$ cat src/rtl/vscale_if_stage_pkg.sv
// vscale_if_stage_pkg
//   Shared constants for the instruction-fetch stage: datapath widths,
//   the default reset PC, the canonical NOP encoding and the IF FSM
//   state encoding.
package vscale_if_stage_pkg;

    localparam int XPR_LEN    = 32;
    localparam int INST_WIDTH = 32;

    // Control constants
    localparam logic [XPR_LEN-1:0] RESET_PC_DEFAULT = 32'h0000_0200;

    // RV32 opcodes: addi x0, x0, 0
    localparam logic [INST_WIDTH-1:0] RV_NOP = 32'h0000_0013;

    typedef enum logic [1:0] {
        IF_BOOT    = 2'd0,
        IF_RUN     = 2'd1,
        IF_STALLED = 2'd2
    } if_state_e;

endpackage

$ cat src/rtl/vscale_inst_buffer.sv
// vscale_inst_buffer
//   One-entry holding register for a fetched instruction that DX could
//   not accept in the cycle it arrived.
//   Ports:
//     clk, reset       clock, synchronous active-high reset
//     load             capture load_inst/load_fault, mark entry valid
//     clear            discard the entry (consumed or redirected away)
//     load_inst/fault  instruction word and access-fault flag to capture
//     buf_inst/fault   held instruction and fault flag
//     buf_valid        entry holds an instruction
module vscale_inst_buffer
    import vscale_if_stage_pkg::*;
(
    input  logic                  clk,
    input  logic                  reset,
    input  logic                  load,
    input  logic                  clear,
    input  logic [INST_WIDTH-1:0] load_inst,
    input  logic                  load_fault,
    output logic [INST_WIDTH-1:0] buf_inst,
    output logic                  buf_fault,
    output logic                  buf_valid
);

    always_ff @(posedge clk) begin
        if (reset) begin
            buf_inst  <= RV_NOP;
            buf_fault <= 1'b0;
            buf_valid <= 1'b0;
        end else if (load) begin
            buf_inst  <= load_inst;
            buf_fault <= load_fault;
            buf_valid <= 1'b1;
        end else if (clear) begin
            buf_valid <= 1'b0;
        end
    end

endmodule

$ cat src/rtl/vscale_if_stage.sv
// vscale_if_stage
//   Instruction-fetch stage for a pipelined imem with separate address and
//   data phases (at most one request outstanding). Presents fetched
//   instructions to DX with zero latency from the data phase, buffers one
//   instruction when DX stalls, and handles redirects that arrive while
//   the memory is waiting.
//   Ports:
//     clk, reset        clock, synchronous active-high reset
//     PC_PIF            next PC from the PC mux
//     redirect          control-flow change from DX
//     stall_IF          DX cannot accept inst_IF this cycle
//     imem_wait         imem extends the current address/data phase
//     imem_rdata        instruction returned in the data phase
//     imem_badmem_e     access fault for the completing data phase
//     imem_req/addr     address phase request and fetch address
//     PC_IF             PC of the instruction in IF
//     inst_IF           instruction to DX (NOP when not valid)
//     inst_valid_IF     inst_IF is a real, unkilled instruction
//     fetch_fault_IF    inst_IF carries an imem access fault
//     state_dbg         current FSM state (if_state_e encoding)
//
//   Handshake to DX: inst_valid_IF is the valid and ~stall_IF is the ready.
//   An instruction transfers in a cycle where both are high. When valid is
//   high and ready is low the instruction is held in the buffer and shown
//   again, unchanged, every cycle until ready rises or DX redirects.
module vscale_if_stage
    import vscale_if_stage_pkg::*;
#(
    parameter logic [XPR_LEN-1:0] RESET_PC = RESET_PC_DEFAULT
) (
    input  logic                  clk,
    input  logic                  reset,
    input  logic [XPR_LEN-1:0]    PC_PIF,
    input  logic                  redirect,
    input  logic                  stall_IF,
    input  logic                  imem_wait,
    input  logic [INST_WIDTH-1:0] imem_rdata,
    input  logic                  imem_badmem_e,
    output logic                  imem_req,
    output logic [XPR_LEN-1:0]    imem_addr,
    output logic [XPR_LEN-1:0]    PC_IF,
    output logic [INST_WIDTH-1:0] inst_IF,
    output logic                  inst_valid_IF,
    output logic                  fetch_fault_IF,
    output logic [1:0]            state_dbg
);

    if_state_e             state;
    logic                  dphase;      // data phase outstanding
    logic                  kill;        // outstanding data phase is dead
    logic                  redir_pend;  // address still owed to the bus
    logic [XPR_LEN-1:0]    redir_pc;

    logic                  in_boot;
    logic                  in_run;
    logic                  in_stalled;
    logic                  redirect_eff;
    logic                  dcomplete;
    logic                  accept;
    logic                  present_bus;
    logic                  present_buf;
    logic                  buf_load;
    logic                  buf_clear;

    logic [INST_WIDTH-1:0] buf_inst;
    logic                  buf_fault;
    logic                  buf_valid;

    assign in_boot    = (state == IF_BOOT);
    assign in_run     = (state == IF_RUN);
    assign in_stalled = (state == IF_STALLED);

    // Nothing can be in flight during BOOT, so a redirect there has no
    // meaning; the reset fetch always goes out first.
    assign redirect_eff = redirect & ~in_boot;

    assign dcomplete = dphase & ~imem_wait;

    always_comb begin
        imem_req = ~reset & (in_boot | redir_pend | redirect_eff | ~stall_IF);
        if (in_boot) begin
            imem_addr = RESET_PC;
        end else if (redir_pend) begin
            imem_addr = redir_pc;
        end else begin
            imem_addr = PC_PIF;
        end
    end

    assign accept = imem_req & ~imem_wait;

    // A redirect in the same cycle invalidates whatever IF would show.
    assign present_bus = ~reset & in_run & dcomplete & ~kill & ~redirect_eff;
    assign present_buf = ~reset & in_stalled & buf_valid & ~redirect_eff;

    always_comb begin
        inst_valid_IF  = present_bus | present_buf;
        inst_IF        = RV_NOP;
        fetch_fault_IF = 1'b0;
        if (present_buf) begin
            inst_IF        = buf_inst;
            fetch_fault_IF = buf_fault;
        end else if (present_bus) begin
            inst_IF        = imem_rdata;
            fetch_fault_IF = imem_badmem_e;
        end
    end

    assign buf_load  = present_bus & stall_IF;
    assign buf_clear = in_stalled & (redirect_eff | ~stall_IF);

    always_ff @(posedge clk) begin
        if (reset) begin
            state      <= IF_BOOT;
            PC_IF      <= RESET_PC;
            dphase     <= 1'b0;
            kill       <= 1'b0;
            redir_pend <= 1'b0;
            redir_pc   <= RESET_PC;
        end else begin
            // Accepting a new address and finishing the old data phase
            // happen in the same wait-free cycle, keeping one outstanding.
            if (accept) begin
                PC_IF  <= imem_addr;
                dphase <= 1'b1;
            end else if (dcomplete) begin
                dphase <= 1'b0;
            end

            if (dcomplete) begin
                kill <= 1'b0;
            end else if (redirect_eff & imem_wait & dphase) begin
                kill <= 1'b1;
            end

            // An address that could not be issued because of imem_wait is
            // remembered and issued in the first wait-free cycle. A boot
            // fetch stalled by imem_wait is retried the same way, so the
            // unconditional BOOT -> RUN step never loses RESET_PC.
            if (imem_wait) begin
                if (in_boot) begin
                    redir_pend <= 1'b1;
                    redir_pc   <= RESET_PC;
                end else if (redirect_eff) begin
                    redir_pend <= 1'b1;
                    redir_pc   <= PC_PIF;
                end
            end else begin
                redir_pend <= 1'b0;
            end

            case (state)
                IF_BOOT:    state <= IF_RUN;
                IF_RUN:     if (buf_load)  state <= IF_STALLED;
                IF_STALLED: if (buf_clear) state <= IF_RUN;
                default:    state <= IF_BOOT;
            endcase
        end
    end

    vscale_inst_buffer u_inst_buffer (
        .clk        (clk),
        .reset      (reset),
        .load       (buf_load),
        .clear      (buf_clear),
        .load_inst  (imem_rdata),
        .load_fault (imem_badmem_e),
        .buf_inst   (buf_inst),
        .buf_fault  (buf_fault),
        .buf_valid  (buf_valid)
    );

    assign state_dbg = state;

endmodule

$ cat config.mk
export PLATFORM = sky130hd
export DESIGN_NAME = vscale_if_stage
export DESIGN_NICKNAME = d
export VERILOG_FILES = /design/src/rtl/vscale_if_stage_pkg.sv /design/src/rtl/vscale_inst_buffer.sv /design/src/rtl/vscale_if_stage.sv
export SDC_FILE = /design/constraint.sdc
export NUM_CORES = 1
export LEC_CHECK = 0
export BUFFER_PORTS_ARGS = -buffer_cell sky130_fd_sc_hd__buf_2
export CORE_MARGIN = 2
export CORE_UTILIZATION = 50
export CTS_CLUSTER_SIZE = 30
export DETAILED_ROUTE_END_ITERATION = 16
export GPL_TIMING_DRIVEN = 0
export PLACE_DENSITY_LB_ADDON = 0.12
export SLEW_MARGIN = 20
export SYNTH_ARGS = -nofsm -noshare
export SYNTH_HDL_FRONTEND = slang
export SYNTH_SLANG_ARGS = --single-unit
$ cat constraint.sdc
create_clock -name clk -period 3.79 [get_ports clk]
set_input_delay 0.1895 -clock clk [delete_from_list [all_inputs] [get_ports clk]]
set_output_delay 0.1895 -clock clk [all_outputs]
set_load 0.02 [all_outputs]
==> After elaboration in Yosys (flattened, before gate mapping) <==
Index checks and enable logic that the tools add are counted.
{ "totals": {"output_inout_bits": 101, "ff_bits": 103, "inputBits": 70, "elab_cells": 64} }
{ "classes": {"n_reduce_logical": 8, "bitwise": 26, "n_eq_ne": 4, "muxes": 17} }
{ "op_table": {"columns": ["operator", "n"], "rows": [
  ["two-way mux 32 bit", 6],
  ["bitwise AND 1 bit", 15],
  ["two-way mux 1 bit", 8],
  ["inverter 1 bit", 6],
  ["case mux 2 bit (3 select lines)", 1],
  ["nonzero test 2 bit", 3],
  ["OR 1 bit", 5],
  ["two-way mux 2 bit", 2],
  ["inequality test 2 x 1 -> 1 bit, second input constant", 2],
  ["AND reduction 2 bit", 2],
  ["OR reduction 2 bit", 2],
  ["== test 2 x 1 -> 1 bit, second input constant", 1],
  ["== test 2 bit, second input constant", 1],
  ["logical NOT 2 bit", 1]
]} }

==> Logic depth before layout (Yosys ltp) <==
Gate-level depths: netlist (run 1).
{ "logic_depth": {"word_depth": 8, "ltp_mapped": 5, "mapped_depth_nobuf": 3} }

==> By module <==
From an unflattened synthesis (run 1), not the netlist that was laid out.
{ "unflattened": {"cells_unflattened": 437, "hier_area_um2": 4460.5} }
{ "modules_own_cells": {"columns": ["mod", "cells_per_inst", "instances", "area_each_um2", "seq_area_each_um2"], "rows": [
  ["vscale_if_stage", 326, 1, 3218.1, 1381.3],
  ["vscale_inst_buffer", 111, 1, 1242.4, 680.7]
]} }

==> Least setup slack after synthesis (run 1) <==
OpenSTA, ideal clock, no wires.
{ "synth_timing": {"kind": "register to output", "startpoint": "reg state[0], in the netlist state_dbg[0]", "endpoint": "out fetch_fault_IF", "setup_slack_ns": 2.213, "required_time_ns": 3.601, "arrival_ns": 1.387, "stages_incl_launch_ff": 5, "cell_sequence": "dfxtp_1 -> nor2b_1 -> and3_1 -> buf_2 -> a22o_1"} }
{ "synth_between": {"elab_chain_len": 7} }
{ "synth_rtl": {"columns": ["item", "line", "source"], "rows": [
  ["start: declaration", "vscale_if_stage.sv:48", "if_state_e state;"],
  ["start signal: assignment", "vscale_if_stage.sv:114", "state <= IF_BOOT;"],
  ["start signal: assignment", "vscale_if_stage.sv:153", "IF_BOOT: state <= IF_RUN;"],
  ["start signal: assignment", "vscale_if_stage.sv:154", "IF_RUN: if (buf_load) state <= IF_STALLED;"],
  ["== test 2 x 1 -> 1 bit or logical NOT 2 bit (tied branches)", "vscale_if_stage.sv:70, vscale_if_stage.sv:69", null],
  ["bitwise AND 1 bit or inverter 1 bit (tied branches)", "vscale_if_stage.sv:93, vscale_if_stage.sv:75", null],
  ["bitwise AND 1 bit (on tied branches)", "vscale_if_stage.sv:93, vscale_if_stage.sv:75", null],
  ["bitwise AND 1 bit or inverter 1 bit (tied branches)", "vscale_if_stage.sv:93, vscale_if_stage.sv:94", null],
  ["bitwise AND 1 bit", "vscale_if_stage.sv:93", "assign present_bus = ~reset & in_run & dcomplete & ~kill & ~redirect_eff;"],
  ["two-way mux 1 bit", "vscale_if_stage.sv:103", "end else if (present_bus) begin"],
  ["two-way mux 1 bit (*)", "vscale_if_stage.sv:100", "if (present_buf) begin"],
  ["end: declaration", "vscale_if_stage.sv:44", "output logic fetch_fault_IF,"]
]} }
Mark *: on every way between the ends. The rest lies on a longest branch, timed or not.

==> Final worst setup path (run 1) <==
{ "layout_timing": {"startpoint": "reg state[0], in the netlist state_dbg[0]", "endpoint": "out imem_addr[28]"} }
{ "layout_between": {"elab_chain_len": 2} }
{ "layout_rtl": {"columns": ["item", "line", "source"], "rows": [
  ["logical NOT 2 bit", "vscale_if_stage.sv:69", "assign in_boot = (state == IF_BOOT);"],
  ["two-way mux 32 bit", "vscale_if_stage.sv:81", "if (in_boot) begin"],
  ["end: declaration", "vscale_if_stage.sv:40", "output logic [XPR_LEN-1:0] imem_addr,"]
]} }
Every way passes these cells.

==> results.yml, run 1 <==
layout:
  diodes: 0
  layout_common_cells: "buf_2, dfxtp_1, nand2b_1"
  nets: 729
  layout_commonest_cell: "buf_2"
  layout-drive-gt1-share: 0.322
  post_synthesis_to_final_layout_area_growth_pct: 25.0
  stdcell_count: 793
timing:
  clock-skew-final_ps: 11.1
  rsz0062_at_grt: "false"
  slew_headroom: 0.614
  post-route-period-util: 0.577
  clock.fmax_ghz: 0.457
  finalSetupTns_ps: 0
  worst-slew-pin-transition_ps: 578
  finalWorstSetupSlack_ps: 1600
  final_period_minus_worst_setup_slack_ps: 2190
  slew_viol_final: 0
  final-setup-viol-count: 0
  finalHoldViolCount: 0
  hold_ws_ps: 49.6
logic_synthesis:
  synth_xor_xnor_area_share: 0
  synth.lib_cells_used.distinct: 32
  synth_simple_gate_area_share: 0.182
  synth.cell_area_mm2: 0.00476
  muxShareOfSynthArea: 0.135
  post_synth_main_area_contributors: "dfxtp_1, mux2i_1, nand2b_1, a22o_1, o32ai_1"
  synth_warnings: 0
  synth_seq_area_share: 0.434
  yosys.area_share.adder: 0
  mappedNetlistNets: 549
  synth_top_family_by_area: "compound AO/OA/AOI/OAI gates"
  post-synth-top-area-cell: "dfxtp_1"
  postSynthRegisterBits: 103
  synth_compound_gate_area_share: 0.195
  post_synth_inst_count: 479
  synth_area_per_cell_um2: 9.93
  yosysTopAreaCellShare: 0.434
setup_path:
  r2r_setup_slack_ps: 2150
  worst_path_required_ps: 3600
  start_kind: "register"
  criticalPathCategory: "register to output port"
  cp_slowest_cell: "nor2_1"
  critPathMaxStageDelay_ps: 490
  worst_ep_arrival_time_ps: 2000
  critPathCaptureType: "output port"
  timing.critical_path.mode_cell: "nor2_1"
  cp_cell_sequence: "nor2_1 > clkbuf_1 > nor2_1 > buf_2"
  crit_fanout: 10
power_and_ir_drop:
  p_leak_nw: 2.58
  power.sequential.fraction: 0.536
  internal-power_mw: 1.49
  design_power_total_mw: 2.10
  irDropWorstVdd_uv: 230
  switching_power_mw: 0.611
  pwr-share-clk: 0.309
  power_density_mw_per_mm2: 353
  power.switching_fraction: 0.291
  pwr-share-comb: 0.155
route:
  routedWlPerCell_um: 15.6
  initialDrtViolationCount: 161
  first_pass_iters: 4
  drt_wl_total_mm: 12.4
  detailroute.via_count: 4298
  vias_per_cell: 5.42
  ant_nets: 0
  drc: 0
placement:
  gp_congestion: 0.808
  detailedPlacementHpwl_mm: 9.11
  pre_cts_slack_ps: 2000
  portBuffers: 169
  place_inst: 777
die:
  design.portCount: 171
  design.core.area_mm2: 0.00924
  dieWidth_um: 102
  die_area_mm2: 0.0103
  die_y_um: 102
  starting_density_of_the_core: 0.515
  std_cell_rows: 35
outcome:
  outcome: "finished, final reports clean"
clocking:
  insertion_delay_ps: 360
  postCtsSetupBuffers: 0
  htree_num_levels: 3
  clkTransAtPathRegs_ps: 110
  clock_sink_count: 103
  number_of_buffers_on_the_longest_clock_path: 2
  tritoncts.num_buffers: 9
  clockRootBuffer: "clkbuf_8"
  post_cts_gate_resize_count: 0
  ctsHoldBuffers: 0
  cts_tree: "done"
grt:
  grt_util_all_layers: 0.238
  grt_pass1_wl_mm: 19.7
  globalRoute.totalOverflow: 0
  grt_max_degree: 19
  grt_pass1_vias: 4141
  grt_antenna_before_repair: 0
run:
  drv.max_cap_violation_count: 0
min_path:
  hold_class: "input pin to register"
[flip-flops by register name, summed over array words and instances (netlist names)]
register and flops:
PC_IF 32, redir_pc 32, u_inst_buffer.buf_inst 32, state_dbg 2, dphase 1, kill 1
redir_pend 1, u_inst_buffer.buf_fault 1, u_inst_buffer.buf_valid 1
[critical path, delay by kind of cell, from the launching register on]
kind | cells | cell delay, ps
buffers and inverters | 2 | 610
DFF | 1 | 390
and+or+nand+nor | 2 | 620
[cell type report]
| cell class | count | area, µm² |
|---|---|---|
| Inverter | 4 | 15.0 |
| Sequential cell | 103 | 2060 |
| Buffer | 45 | 244 |
| Clock buffer | 10 | 128 |
| Timing Repair Buffer | 169 | 846 |
| Tap cell | 129 | 161 |
| Fill cell | 794 | 3290 |
| Clock inverter | 6 | 55.1 |
| Multi-Input combinational cell | 327 | 2430 |
[cell families after synthesis]
logic type | after synthesis
mux | 64
compound gates | 108
flops | 103
simple gates | 155
buf+inv | 49
[cells in the mapped netlist]
| cell | number |
|---|---|
| buf_4 | 2 |
| nor3_1 | 3 |
| inv_1 | 4 |
| a22o_1 | 61 |
| o32ai_1 | 31 |
| o22a_1 | 3 |
| nand2_1 | 3 |
| nor3b_1 | 1 |
| o21ba_2 | 1 |
| a21oi_1 | 3 |
| buf_6 | 6 |
| nand3_1 | 3 |
| o21ai_1 | 1 |
| and4b_1 | 1 |
| mux2i_1 | 64 |
| a21o_1 | 1 |
| clkbuf_1 | 19 |
| dfxtp_1 | 103 |
| nor2_1 | 41 |
| a2111oi_0 | 1 |
| and2_1 | 1 |
| or2_4 | 1 |
| o32a_1 | 1 |
| a31oi_2 | 1 |
| nor3b_2 | 1 |
| nor2b_1 | 4 |
| a22oi_1 | 1 |
| a31oi_1 | 2 |
| and3_1 | 4 |
| o211ai_1 | 1 |
| nand2b_1 | 92 |
| buf_2 | 18 |
[routing by layer]
layer / up-vias / track usage / wire length (µm) / part of all wire
met4: 0 / 0.0790 / 167 / 0.013
met2: 157 / 0.404 / 5860 / 0.47
met1: 2047 / 0.299 / 5540 / 0.45
met3: 14 / 0.0531 / 833 / 0.067
li1: 2080 / - / - / -
met5: - / 0 / 0 / 0
[worst paths after layout]
path | from | end | cells past startpoint
hold / removal | PC_PIF[10] | redir_pc[10]$_SDFFE_PP0P_ | 2
hold reg to reg | u_inst_buffer.buf_inst[18]$_SDFFE_PP0P_ | u_inst_buffer.buf_inst[18]$_SDFFE_PP0P_ | 2
setup reg to reg | state_dbg[0]$_SDFFE_PP0P_ | PC_IF[2]$_SDFFE_PP0P_ | 3
setup / recovery | state_dbg[0]$_SDFFE_PP0P_ | imem_addr[28] | 4
[metrics by stage]
stage,utilization,cell area [µm²]
4_1_cts,0.643,5950
3_3_place_gp,0.624,5760
5_1_grt,0.643,5950
3_5_place_dp,0.624,5760
6_report,0.643,5950
2_1_floorplan,-,4760
[power by group through the flow]
stage	combinational (mW)	clock (mW)	sequential (mW)
3_5_place_dp	0.325	0	1.15
2_1_floorplan	0.184	0	1.16
4_1_cts	0.326	0.662	1.13
6_report	0.326	0.649	1.13
3_3_place_gp	0.320	0	1.15
5_1_grt	0.354	0.706	1.13
Note: power is estimated with default switching activity, not from simulation.
==> run 2: changes to the inputs <==
- ABC_AREA: default -> 1
- clock period: 3.79 -> 2.05 ns (I/O delays scaled with it)
==> run 2 against run 1 <==
The run now ends with hold timing left. Power increased by 94%. Global-route usage up 3.4 points. First-iteration DRC count increased by 50%. Hold slack lost 50 ps. Sequential power rose by 86%.
==> results.yml, run 2 <==
outcome:
  outcome: "complete, but fails checks"
  violations_in_the_final_reports: "hold timing"
setup_path:
  end_of_the_worst_register_to_register_path: "redir_pc[5]$_SDFFE_PP0P_"
  critPathMaxStageDelay_ps: 440
  reg2reg_depth: 6
  r2r_setup_slack_ps: 140
  criticalPathCategory: "register to output port"
  timing.critical_path.mode_cell: "buf_2"
  worst_ep_arrival_time_ps: 1870
  start_kind: "register"
  critPathBufInv: 3
  worst_path_required_ps: 1950
  cp_slowest_cell: "clkbuf_1"
  critPathCaptureType: "output port"
  crit_fanout: 10
  reg2reg_from: "state_dbg[1]$_SDFFE_PP0P_"
  cp_cell_sequence: "buf_2 > clkbuf_1 > nand2_1 > a21oi_1 > buf_2"
  critical_path.top_delay_family: "buffers and inverters"
min_path:
  worstHoldEndpoint: "redir_pc[6]$_SDFFE_PP0P_"
  hp-start: "PC_PIF[6]"
  worst_hold_path.num_cells: 3
  hold_class: "input pin to register"
timing:
  final-setup-viol-count: 0
  post-route-period-util: 0.963
  rsz0062_at_grt: "false"
  worst-slew-pin-transition_ps: 637
  final_period_minus_worst_setup_slack_ps: 1970
  clock-skew-final_ps: 5.08
  finalHoldViolCount: 1
  slew_viol_final: 0
  slew_headroom: 0.572
  clock.fmax_ghz: 0.507
  finalSetupTns_ps: 0
  hold_ws_ps: -0.394
layout:
  layout_commonest_cell: "nand2_1"
  layout-drive-gt1-share: 0.225
  layout_common_cells: "nand2_1, buf_2, dfxtp_1"
  post_synthesis_to_final_layout_area_growth_pct: 36.1
  postLayoutCellArea_mm2: 0.00642
  registers_with_the_highest_flip_flop_counts: "PC_IF (32), redir_pc (32), u_inst_buffer.buf_inst (32)"
  nets: 1039
  final.fill_count: 842
logic_synthesis:
  mappedNetlistNets: 809
  ys.flop_type: "dfxtp_1"
  yosysTopAreaCellShare: 0.437
  synth_seq_area_share: 0.437
  post_synth_inst_count: 739
  post_synth_main_area_contributors: "dfxtp_1, nand2_1, nor2_1, a21oi_1, nand3_1"
  synth.most_common_cell: "nand2_1"
  postSynthRegisterBits: 103
  synth_warnings: 0
  ys_async_sr_fraction: 0
  post-synth-top-area-cell: "dfxtp_1"
  netlist_top_cells_count: "nand2_1, dfxtp_1, nor2_1"
  synth.lib_cells_used.distinct: 19
  edff_count_synth: 0
  synth.cell_area_mm2: 0.00471
  synth_area_per_cell_um2: 6.38
power_and_ir_drop:
  p_leak_nw: 3.32
  irDropWorstVdd_uv: 397
  pwr-share-comb: 0.177
  switching_power_mw: 1.17
  power.switching_fraction: 0.288
  pwr-share-clk: 0.308
  power.sequential.fraction: 0.515
  power_density_mw_per_mm2: 635
  internal-power_mw: 2.90
die:
  die_y_um: 101
  std_cell_rows: 35
  dieWidth_um: 101
  starting_density_of_the_core: 0.513
  die_area_mm2: 0.0102
  design.portCount: 171
  design.core.area_mm2: 0.00920
placement:
  gp_congestion: 0.864
  detailedPlacementHpwl_mm: 10.0
  portBuffers: 169
  placedInstanceArea_mm2: 0.00570
clocking:
  tritoncts.num_buffers: 9
  number_of_buffers_on_the_longest_clock_path: 2
  cts_tree: "done"
  insertion_delay_ps: 360
  clkTransAtPathRegs_ps: 90
  clockRootBuffer: "clkbuf_8"
  htree_num_levels: 3
  clock_sink_count: 103
grt:
  grt_pass1_vias: 4895
  grt_util_all_layers: 0.271
  grt_antenna_before_repair: 0
  grt_max_degree: 17
  grt_pass1_wl_mm: 22.4
  globalRoute.totalOverflow: 0
route:
  ant_nets: 0
  initialDrtViolationCount: 242
  drt_wl_total_mm: 14.2
  first_pass_iters: 5
  vias_per_cell: 5.04
  routedWlPerCell_um: 13.1
  drc: 0
  detailroute.via_count: 5475
run:
  drv.max_cap_violation_count: 0
run 2: changes by cell type in the layout (fill, tap and decap cells not counted), moves of 52 or more:
cell / change
nand2_1: +264
nand2b_1: -92
mux2i_1: -64
a22o_1: -61
a21oi_1: +60
nand3_1: +55
inv_1: +52
nor2_1: +52
run 2: area by class of cell:
| class | count | area (µm²) | area share |
|---|---|---|---|
| Timing Repair Buffer | 219 | 1340 | 0.209 |
| Multi-Input combinational cell | 530 | 2240 | 0.349 |
| Antenna cell | 1 | 2.50 | 0.000390 |
| Inverter | 57 | 215 | 0.0335 |
| Buffer | 49 | 231 | 0.0361 |
| Clock inverter | 5 | 58.8 | 0.00916 |
| Tap cell | 111 | 139 | 0.0216 |
| Clock buffer | 11 | 131 | 0.0205 |
| Sequential cell | 103 | 2060 | 0.321 |
run 2: cell families after synthesis:
family                 after synthesis  share of synthesized area
AND/OR/NAND/NOR                    428                      0.363
flip-flops                         103                      0.437
buffers and inverters              106                     0.0900
AO/OA/AOI/OAI                      102                      0.110
run 2: how the worst max path moves through the flow:
stage | from | to | cells after the start
final | redir_pend$_SDFFE_PP0N_ | imem_addr[30] | 5
after floorplan | state_dbg[1]$_SDFFE_PP0P_ | fetch_fault_IF | 5
after global routing | state_dbg[1]$_SDFFE_PP0P_ | imem_addr[6] | 5
after detailed placement | state_dbg[0]$_SDFFE_PP0P_ | inst_IF[27] | 7
after global placement | state_dbg[0]$_SDFFE_PP0P_ | inst_IF[2] | 7
after CTS | redir_pend$_SDFFE_PP0N_ | imem_addr[12] | 6
run 2: per-stage QoR:
step / util / std cells / setup WS [ps] / total power [mW]
after CTS: 0.692 / 1081 / 13.7 / 4.08
after global placement: 0.620 / 1019 / 287 / 2.77
after floorplan: - / 739 / 395 / 2.52
after detailed placement: 0.620 / 1019 / 265 / 2.78
after global routing: 0.698 / 1085 / 0.707 / 4.26
final: 0.698 / 1086 / 76.8 / 4.08
run 2: metal layers:
layer	global-route usage	up-vias	wire [µm]
met1	0.345	2468	5910
li1	-	2758	-
met2	0.464	222	6940
met5	0	-	0
met3	0.0361	27	993
met4	0.113	0	352
run 2: power by group through the flow:
| stage | sequential (mW) | combinational [mW] | clock, mW |
|---|---|---|---|
| floorplan | 2.19 | 0.333 | 0 |
| global placement | 2.14 | 0.625 | 0 |
| detailed placement | 2.14 | 0.632 | 0 |
| CTS | 2.10 | 0.704 | 1.27 |
| global route | 2.11 | 0.788 | 1.37 |
| finish | 2.10 | 0.721 | 1.26 |
run 2: repair_timing:
item | in CTS | in global routing
hold endpoints to repair | 46 | 1
resized for setup | 10 | 14
hold buffers | 46 | 1
buffers inserted | 0 | 3
pin swaps | 0 | 1
setup endpoints to repair | 32 | 50
run 2: tightest hold or removal path, delay by kind of cell:
kind            cells  cell delay [ps]
compound gates      1               60
simple gates        1               50
buf+inv             1              100
==> run 3: changes to the inputs <==
- BUFFER_PORTS_ARGS: -buffer_cell sky130_fd_sc_hd__buf_2 -> -buffer_cell sky130_fd_sc_hd__buf_4
- CORE_UTILIZATION: 50 -> 45
- clock period: 2.05 -> 1.77 ns (I/O delays scaled with it)
==> run 3 against run 2 <==
The flow finishes with violations (setup timing). Cell count is 4.2% higher. Power is 22% higher. Combinational power is 46% higher. Utilization is 2.9 points higher. Die area is 11% higher. Wire length is 9.0% higher. Clock-buffer cell count is 1 lower. First-iteration DRC count is 33% higher. Sequential power is 16% higher. Critical path depth is 3 higher. Sequential share of layout area is 4.3 points lower. Critical endpoint is now inst_IF[18].
==> results.yml, run 3 (synthesized netlist as in run 2, its figures left out) <==
outcome:
  outcome: "complete, but fails checks"
  violations_in_the_final_reports: "setup timing"
grt:
  grt_max_degree: 17
  grt_pass1_wl_mm: 24.5
  grt_antenna_before_repair: 0
  globalRoute.totalOverflow: 0
  grt_pass1_vias: 5185
  grt_util_all_layers: 0.265
min_path:
  hold_class: "input pin to register"
  worst_hold_path.num_cells: 3
  hp-start: "PC_PIF[13]"
  worstHoldEndpoint: "redir_pc[13]$_SDFFE_PP0P_"
timing:
  finalHoldViolCount: 0
  clock.fmax_ghz: 0.552
  worst-slew-pin-transition_ps: 591
  final_period_minus_worst_setup_slack_ps: 1810
  slew_headroom: 0.606
  final-setup-viol-count: 10
  hold_ws_ps: 12.0
  slew_viol_final: 0
  post-route-period-util: 1.02
  clock-skew-final_ps: 10.5
  rsz0062_at_grt: "true"
  finalWorstSetupSlack_ps: -40.6
setup_path:
  worst_path_required_ps: 1680
  r2r_setup_slack_ps: 20
  end_of_the_worst_register_to_register_path: "redir_pc[4]$_SDFFE_PP0P_"
  reg2reg_from: "state_dbg[0]$_SDFFE_PP0P_"
  criticalPathCategory: "register to output port"
  critPathCaptureType: "output port"
  reg2reg_depth: 6
  worst_ep_arrival_time_ps: 1720
  start_kind: "register"
  crit_fanout: 9
placement:
  place_inst: 1044
  portBuffers: 169
  gp_congestion: 0.853
  placedInstanceArea_mm2: 0.00615
  detailedPlacementHpwl_mm: 10.5
route:
  drc: 0
  ant_nets: 0
  routedWlPerCell_um: 13.7
  drt_wl_total_mm: 15.5
  vias_per_cell: 4.97
  first_pass_iters: 5
  detailroute.via_count: 5627
  initialDrtViolationCount: 323
clocking:
  cts_tree: "done"
  clock_sink_count: 103
  clockRootBuffer: "clkbuf_8"
  number_of_buffers_on_the_longest_clock_path: 2
  insertion_delay_ps: 360
  htree_num_levels: 3
  clkTransAtPathRegs_ps: 100
  tritoncts.num_buffers: 9
layout:
  final.fill_count: 814
  layout-drive-gt1-share: 0.286
  layout_common_cells: "nand2_1, buf_4, dfxtp_1"
  postLayoutCellArea_mm2: 0.00743
  seq_area_mm2: 0.00207
  nets: 1062
  registers_with_the_highest_flip_flop_counts: "PC_IF (32), redir_pc (32), u_inst_buffer.buf_inst (32)"
  multi_input_comb_area_mm2: 0.00243
  stdcell_count: 1132
  diodes: 0
  post_synthesis_to_final_layout_area_growth_pct: 57.7
  layout_commonest_cell: "nand2_1"
die:
  die_y_um: 106
  design.portCount: 171
  die_area_mm2: 0.0113
  std_cell_rows: 37
  dieWidth_um: 106
  design.core.area_mm2: 0.0102
  starting_density_of_the_core: 0.461
power_and_ir_drop:
  p_leak_nw: 3.58
  power_density_mw_per_mm2: 670
  irDropWorstVdd_uv: 405
run:
  drv.max_cap_violation_count: 0
==> run 3: changes by cell type in the layout (fill, tap and decap cells not counted), sizes merged <==
cell,delta
buf,+11
clkbuf,-3
diode,-1
dlygate4sd3,+14
==> run 3: metal layers <==
metal	track usage	wire length [µm]	up-vias	part of all wire
li1	-	-	2811	-
met5	0	0	-	0
met2	0.470	7770	218	0.50
met3	0.0356	922	26	0.060
met4	0.0921	311	0	0.020
met1	0.328	6460	2572	0.42
==> run 3: how the worst max path moves through the flow <==
stage | from | endpoint | slack [ps]
5_1_grt | state_dbg[1]$_SDFFE_PP0P_ | inst_IF[18] | -110
2_1_floorplan | state_dbg[1]$_SDFFE_PP0P_ | fetch_fault_IF | 130
3_5_place_dp | state_dbg[0]$_SDFFE_PP0P_ | inst_IF[6] | -40
6_report | state_dbg[1]$_SDFFE_PP0P_ | inst_IF[18] | -40
4_1_cts | state_dbg[1]$_SDFFE_PP0P_ | fetch_fault_IF | -30
3_3_place_gp | redir_pend$_SDFFE_PP0N_ | PC_IF[9]$_SDFFE_PP1P_ | -3
==> run 3: power breakdown <==
group	switching (mW)	internal [mW]	total, mW
registers	0.0400	2.39	2.43
clock network	0.809	0.686	1.49
logic	0.574	0.476	1.05
==> run 3: cell type report <==
cell class | instances | area share
Clock buffer | 10 | 0.0185
Inverter | 57 | 0.0290
Multi-Input combinational cell | 530 | 0.327
Timing Repair Buffer | 243 | 0.275
Buffer | 48 | 0.0424
Sequential cell | 103 | 0.278
Clock inverter | 5 | 0.00791
Tap cell | 136 | 0.0229
==> run 3: what timing repair did <==
action,CTS,global route
cloned,3,0
endpoints found under the hold margin,61,0
gates resized for setup,72,83
hold buffers,61,0
pin swaps,3,0
setup buffers,9,1
setup endpoints to repair,73,147
==> run 3: per-stage QoR <==
stage / TNS, ps / util / total power [mW] / setup slack [ps]
6_report: -152 / 0.727 / 4.98 / -40.6
2_1_floorplan: 0 / - / 2.92 / 129
4_1_cts: -307 / 0.707 / 4.95 / -33.4
3_5_place_dp: -150 / 0.601 / 3.32 / -37.7
3_3_place_gp: -2.56 / 0.601 / 3.30 / -2.56
5_1_grt: -3270 / 0.727 / 5.18 / -113
==> run 3: worst max-delay path, stage by stage (launching register included) <==
cell	delay [ps]
dfxtp_4	370
nor2_4	190
nor2_4	60
nor2_4	120
buf_12	150
clkbuf_16	140
nand3_1	60
o21ai_1	110
buf_4	170
